[config.mk]
export PLATFORM = sky130hd
export DESIGN_NAME = tcam_ctrl
export DESIGN_NICKNAME = d
export VERILOG_FILES = /design/src/rtl/tcam_ctrl.sv
export SDC_FILE = /design/constraint.sdc
export NUM_CORES = 1
export LEC_CHECK = 0
export CORE_MARGIN = 3
export CORE_UTILIZATION = 30
export CTS_BUF_LIST = sky130_fd_sc_hd__clkbuf_8
export CTS_CLUSTER_SIZE = 12
export DETAILED_ROUTE_END_ITERATION = 6
export DONT_BUFFER_PORTS = 1
export GPL_TIMING_DRIVEN = 0
export SLEW_MARGIN = 40
export SYNTH_ARGS = -nofsm -noshare
export SYNTH_HDL_FRONTEND = slang
export SYNTH_SLANG_ARGS = --single-unit
[constraint.sdc]
create_clock -name clk -period 2.2 [get_ports clk]
set_clock_uncertainty 0.2 [all_clocks]
set_input_delay 0.55 -clock clk [delete_from_list [all_inputs] [get_ports clk]]
set_output_delay 0.55 -clock clk [all_outputs]
set_load 0.01 [all_outputs]
[src/rtl/tcam_ctrl.sv]
// Command front-end for an external 16-entry, 16-bit TCAM: it sequences entry writes and
// searches, holds each search result for a ready/valid consumer, and counts hits and misses.
module tcam_ctrl #(
  parameter int unsigned SEARCH_LAT = 1
) (
  input  logic        clk,
  input  logic        resetN,
  input  logic        cmd_valid,
  output logic        cmd_ready,
  input  logic        cmd_op,
  input  logic [15:0] cmd_data,
  input  logic [15:0] cmd_dontcare,
  input  logic [3:0]  cmd_addr,
  output logic        rsp_valid,
  input  logic        rsp_ready,
  output logic        rsp_hit,
  output logic [3:0]  rsp_addr,
  output logic [15:0] tcam_data,
  output logic [15:0] tcam_dontcare,
  output logic [3:0]  tcam_write_address,
  output logic        tcam_write_readN,
  input  logic [3:0]  tcam_found_address,
  input  logic        tcam_found_any,
  input  logic        clear_counts,
  output logic [15:0] hit_count,
  output logic [15:0] miss_count
);

  typedef enum logic [1:0] {IDLE, WRITE, SEARCH, RESP} state_t;

  localparam logic [1:0] LAT_INIT = 2'(SEARCH_LAT);

  state_t      state_q, state_d;
  logic [15:0] data_q, data_d;
  logic [15:0] dc_q, dc_d;
  logic [3:0]  waddr_q, waddr_d;
  logic [1:0]  cnt_q, cnt_d;
  logic        rsp_hit_q, rsp_hit_d;
  logic [3:0]  rsp_addr_q, rsp_addr_d;
  logic [15:0] hit_q, hit_d;
  logic [15:0] miss_q, miss_d;
  logic        capture;

  always_comb begin
    state_d    = state_q;
    data_d     = data_q;
    dc_d       = dc_q;
    waddr_d    = waddr_q;
    cnt_d      = cnt_q;
    rsp_hit_d  = rsp_hit_q;
    rsp_addr_d = rsp_addr_q;
    capture    = 1'b0;
    case (state_q)
      IDLE: begin
        if (cmd_valid) begin
          data_d = cmd_data;
          if (cmd_op) begin
            dc_d    = cmd_dontcare;
            waddr_d = cmd_addr;
            state_d = WRITE;
          end else begin
            cnt_d   = LAT_INIT;
            state_d = SEARCH;
          end
        end
      end
      WRITE: state_d = IDLE;
      SEARCH: begin
        cnt_d = cnt_q - 2'd1;
        // The counter reaches zero on this edge: sample the TCAM now.
        if (cnt_q == 2'd1) begin
          capture    = 1'b1;
          rsp_hit_d  = tcam_found_any;
          rsp_addr_d = tcam_found_any ? tcam_found_address : '0;
          state_d    = RESP;
        end
      end
      RESP: begin
        if (rsp_ready) state_d = IDLE;
      end
      default: state_d = IDLE;
    endcase
  end

  // Clear wins over a same-cycle capture; both counters stick at all-ones.
  always_comb begin
    hit_d  = hit_q;
    miss_d = miss_q;
    if (clear_counts) begin
      hit_d  = '0;
      miss_d = '0;
    end else if (capture) begin
      if (tcam_found_any && (hit_q != '1))   hit_d  = hit_q + 16'd1;
      if (!tcam_found_any && (miss_q != '1)) miss_d = miss_q + 16'd1;
    end
  end

  always_ff @(posedge clk or negedge resetN) begin
    if (!resetN) begin
      state_q    <= IDLE;
      data_q     <= '0;
      dc_q       <= '0;
      waddr_q    <= '0;
      cnt_q      <= '0;
      rsp_hit_q  <= 1'b0;
      rsp_addr_q <= '0;
      hit_q      <= '0;
      miss_q     <= '0;
    end else begin
      state_q    <= state_d;
      data_q     <= data_d;
      dc_q       <= dc_d;
      waddr_q    <= waddr_d;
      cnt_q      <= cnt_d;
      rsp_hit_q  <= rsp_hit_d;
      rsp_addr_q <= rsp_addr_d;
      hit_q      <= hit_d;
      miss_q     <= miss_d;
    end
  end

  assign cmd_ready          = (state_q == IDLE);
  assign rsp_valid          = (state_q == RESP);
  assign tcam_write_readN   = (state_q == WRITE);
  assign tcam_data          = data_q;
  assign tcam_dontcare      = dc_q;
  assign tcam_write_address = waddr_q;
  assign rsp_hit            = rsp_hit_q;
  assign rsp_addr           = rsp_addr_q;
  assign hit_count          = hit_q;
  assign miss_count         = miss_q;

endmodule

# Word level (Yosys, flattened, before mapping)
# Cells that the tools add are included.
op_classes:
  n_addsub: 3
  reduce_logical: 15
  eq_ne: 10
  muxes: 17
op_table:
  columns: ["operator", "n"]
  rows:
  - ["16-bit two-way mux", 6]
  - ["16-bit by 1-bit adder with 16-bit output, second input constant", 2]
  - ["16-bit != test, second input constant", 2]
  - ["2-bit two-way mux", 6]
  - ["3-bit AND reduction", 3]
  - ["2-bit case mux with 4 select lines", 1]
  - ["2-bit AND reduction", 4]
  - ["2-bit nonzero test", 4]
  - ["2-bit != test, second input constant", 3]
  - ["2-bit by 1-bit equality test with 1-bit output, second input constant", 2]
  - ["2-bit equality test, second input constant", 2]
  - ["4-bit two-way mux", 1]
  - ["2-bit case mux with 2 select lines", 1]
  - ["1-bit logical AND", 2]
  - ["2-bit logical NOT", 1]
  - ["1-bit two-way mux", 2]
  - ["2-bit by 1-bit != test with 1-bit output, second input constant", 1]
  - ["2-bit by 1-bit subtractor with 2-bit output, second input constant", 1]
  - ["1-bit logical NOT", 1]
totals:
  reg_bits: 77
  elab_cells: 54

# Logic depth before layout (Yosys ltp)
depth:
  depth_word: 5
  depth_mapped: 7
  mapped_depth_nobuf: 6

# Worst setup path before layout
# OpenSTA, ideal clock, no wires.
synth_timing:
  path_kind: "register -> register"
  start: "register cnt_q[1]"
  end: "register miss_q[15] (netlist: miss_count[15])"
  stages_incl_launch_ff: 8
  setup_slack_ns: -0.060
  path_buffers: 1
  t_arrival_ns: 1.936
  cell_sequence: "dfrtp_1 inv_1 ha_1 nand4bb_1 or4_1 clkbuf_2 nor4b_1 mux2_2"
synth_between:
  elab_chain_cells: 5
synth_lines:
  columns: ["element", "line", "source"]
  rows:
  - ["from (decl)", "37", "logic [1:0] cnt_q, cnt_d;"]
  - ["from (signal assigned)", "114", "cnt_q <= cnt_d;"]
  - ["2-bit by 1-bit equality test with 1-bit output", "71", "if (cnt_q == 2'd1) begin"]
  - ["1-bit two-way mux", "71", null]
  - ["1-bit two-way mux", "53", "case (state_q)"]
  - ["2-bit nonzero test (no source line)", null, null]
  - ["2-bit AND reduction (no source line)", null, null]
  - ["to (signal assigned)", "118", "miss_q <= miss_d;"]
  - ["to (decl)", "41", "logic [15:0] miss_q, miss_d;"]
# Every way passes these cells.
# A chain may end at the register's enable or synchronous reset.

# Worst setup path in the final report
layout_timing:
  start: "register miss_q[0] (netlist: miss_count[0])"
  end: "register miss_q[15] (netlist: miss_count[15])"
layout_between:
  elab_chain_cells: 4
layout_lines:
  columns: ["element", "line", "source"]
  rows:
  - ["16-bit by 1-bit adder with 16-bit output / 16-bit != test (equally long branches)", "94", "if (!tcam_found_any && (miss_q != '1)) miss_d = miss_q + 16'd1;"]
  - ["16-bit two-way mux / 1-bit logical AND (equally long branches)", "94", null]
  - ["16-bit two-way mux / 2-bit nonzero test (equally long branches)", null, null]
  - ["16-bit two-way mux / 2-bit AND reduction (equally long branches)", null, null]
# Several ways; a longest one is shown, not always the timed one. The select of a mux whose other input is x is not followed.

==> impl_results.md <==
- Most common cell after layout, fill and taps aside: dfrtp_1
- Cell Count, Final, Fillers Out: 492
- DR vias/cell: 5.41
- Total Wirelength: 8800 um
- Placed Cells: 457
- Routed length per instance: 17.9 um
- Die ar.: 0.0132 mm2
- PD cells: 1060 mW/mm2
- Post-synth net total: 364
- Overall Power: 4.61 mW
- Core Box Area: between 0.01 and 0.015 mm2
- Crit path required time: 2.23 ns
- Commonest non-fill, non-tap cells in the layout: 67 x dfrtp_1, 41 x mux2_2, 23 x nand2_1
- Crit path kind: flip-flop to flip-flop
- Syn Std Cell Area: 0.00356 mm2
- Failing checks: hold timing
- Hpwl dp: between 5000 and 6000 um
- DR pass1 iterations: 4
- Initial antenna violation count: 0
- F_max: around 460 MHz
- Number of global-route vias before repair: 2,773
- Number of synthesized flops with an enable pin: 0
- Setup Viol. Count Final: 0
- Max_slew headroom: 57.2%
- WP data arrival: ~2.2 ns
- Hold Crit Class: primary input to asynchronous set/reset pin
- Area grow syn2layout: 22.3%
- Main flop type after synthesis: dfrtp_1
- RD Place Congestion: 0.774
- Final Hold Fails: 77
- Final nets: 394
- Status: complete, but fails checks
- DR iter-0 viols: approximately 230
- Max_cap viols: 0
- Remaining DRCs: 0
- Initial Util: between 30% and 40%
- Chip width: 115 um
- Clk pin slew, worst setup/hold paths: around 0.080 ns
- VDD IR max: 438 uV
- Slew @ Worst Pin: ~0.64 ns
- I/O Buffers: 0
- Clock root buffer: clkbuf_8
- Syn_area_per_cell: 11.3 um2
- Synth warn: 0
- Clock sink count: 77
- Synth unique cells: 43
- Htree depth: 3
- Share of cells above drive strength 1: a little over a third
- First-pass GRT wire length: 13,900 um
- Slew Limit Fails: 0
- CP Capture Type: flip-flop
- Syn Inst Count: 314
- Die Span Y: 115 um
- Total Routing Usage GR: 13.4%
- Sequential area share after synthesis: 54.1%
- Leak Pwr: 1.72 nW
- RSZ-0062 raised after global routing: true
- Pin count of the biggest net entering global routing: 78
- Max clock buf depth: 2
- Yosys reg bits: 77
- Hold WS: -0.311 ns
- Setup crit start kind: flip-flop
- Ports: roughly 120
- Tmin final: about 2.2 ns
- Ant diodes: 0
- Synth async-reset ratio: 100%
- Row count: 39
- GR Overflow Total: 0
- Cts bufs inserted: 9
- Final worst path period share: 98.4%
- Crit-path max FO: 6
- Antenna Nets Post-Route: 0
- CTS tree: done
- Vias: 2,662
- Skew-Pair Late Insertion Delay: 0.34 ns
[path summary, 6_finish.rpt]
kind,startpoint,to,slack [ns],cells past startpoint
setup / recovery,miss_count[0],miss_count[15],0.04,7
hold / removal,resetN,hit_count[7],-0.31,0
setup reg to reg,miss_count[0],miss_count[15],0.04,7
hold reg to reg,cnt_q[0],cnt_q[0],0.34,1
max in group asynchronous,resetN,miss_count[3],2.00,0
min in group clk,cmd_op,state_q[1],0.12,1
[stage by stage]
stage                     setup WS, ns  setup TNS, ns  utilization [%]  instance area [um2]
final                           0.0359              0             37.8                 4360
after global routing           -0.0538         -0.219             37.8                 4360
after global placement          -0.334         -10.01             32.6                 3750
after detailed placement        -0.385         -12.50             32.6                 3750
after floorplan                -0.0120        -0.0120                -                 3570
after CTS                       -0.109         -0.512             36.5                 4210
[report_power, final]
| part | internal, mW | switching [mW] | leakage, nW |
|---|---|---|---|
| sequential | 1.84 | 0.485 | 0.970 |
| clock | 0.750 | 0.532 | 0.123 |
| combinational | 0.578 | 0.430 | 0.629 |
[cell type report]
class | count | area, um2
Tap cell | 143 | 179
Fill cell | 1117 | 7160
Inverter | 3 | 11.3
Multi-Input combinational cell | 219 | 1730
Timing Repair Buffer | 20 | 155
Buffer | 14 | 100
Clock buffer | 9 | 124
Clock inverter | 7 | 114
Sequential cell | 77 | 1940
[synthesized netlist by cell type, types with 2 or more instances]
cell type  instances  area, um2
a2111oi_0          2       17.5
a211oi_1           2       15.0
a21oi_1           25        125
and2_1             3       18.8
and3_1             5       31.3
buf_2              7       35.0
clkbuf_1           7       26.3
dfrtp_1           77       1930
ha_1               3       37.5
inv_1              3       11.3
mux2_2            42        473
mux2i_1            2       20.0
nand2_1           24       90.1
nand2b_1           3       18.8
nand3_1           13       65.1
nand4_1            6       37.5
nor2_1            10       37.5
nor2b_1            9       56.3
nor3_1             2       10.0
nor4_1             2       12.5
o21ai_0           11       55.1
o21bai_1           2       15.0
o31ai_1           16        120
or3_1              3       18.8
or4_1             17        128
[registers in the layout (all words and copies together), names as in the netlist]
signal              cells
rsp_hit                 1
state_q                 2
miss_count             16
tcam_write_address      4
tcam_dontcare          16
hit_count              16
cnt_q                   2
rsp_addr                4
tcam_data              16
[critical path, stage by stage (launching register included)]
cell and delay (ns):
dfrtp_2 0.48, ha_4 0.19, and4_4 0.19, nor4bb_4 0.16
buf_6 0.15, buf_6 0.11, nor4b_4 0.26, mux2_4 0.32
[metal layers]
layer	share of wire [%]	track usage, %
met1	42	16.2
met2	49	21.5
met3	7.9	5.84
met4	0.94	4.38
met5	0	0
[cell families (layout without fill, tap and decap cells)]
family,Yosys count,in the layout,share of synthesized area (%)
flops,77,77,54.1
simple gates,109,109,17.9
mux,44,44,13.8
compound gates,63,63,10.9
fa+ha+maj,3,3,1.05
buf+inv,18,53,2.18
[what timing repair did]
action | CTS | global route
gates cloned | 1 | 0
pin swaps | 10 | 10
setup endpoints to repair | 58 | 40
hold endpoints to repair | 77 | 77
buffers inserted | 9 | 10
resized for setup | 39 | 23
Note: power is estimated with default switching activity, not from simulation.
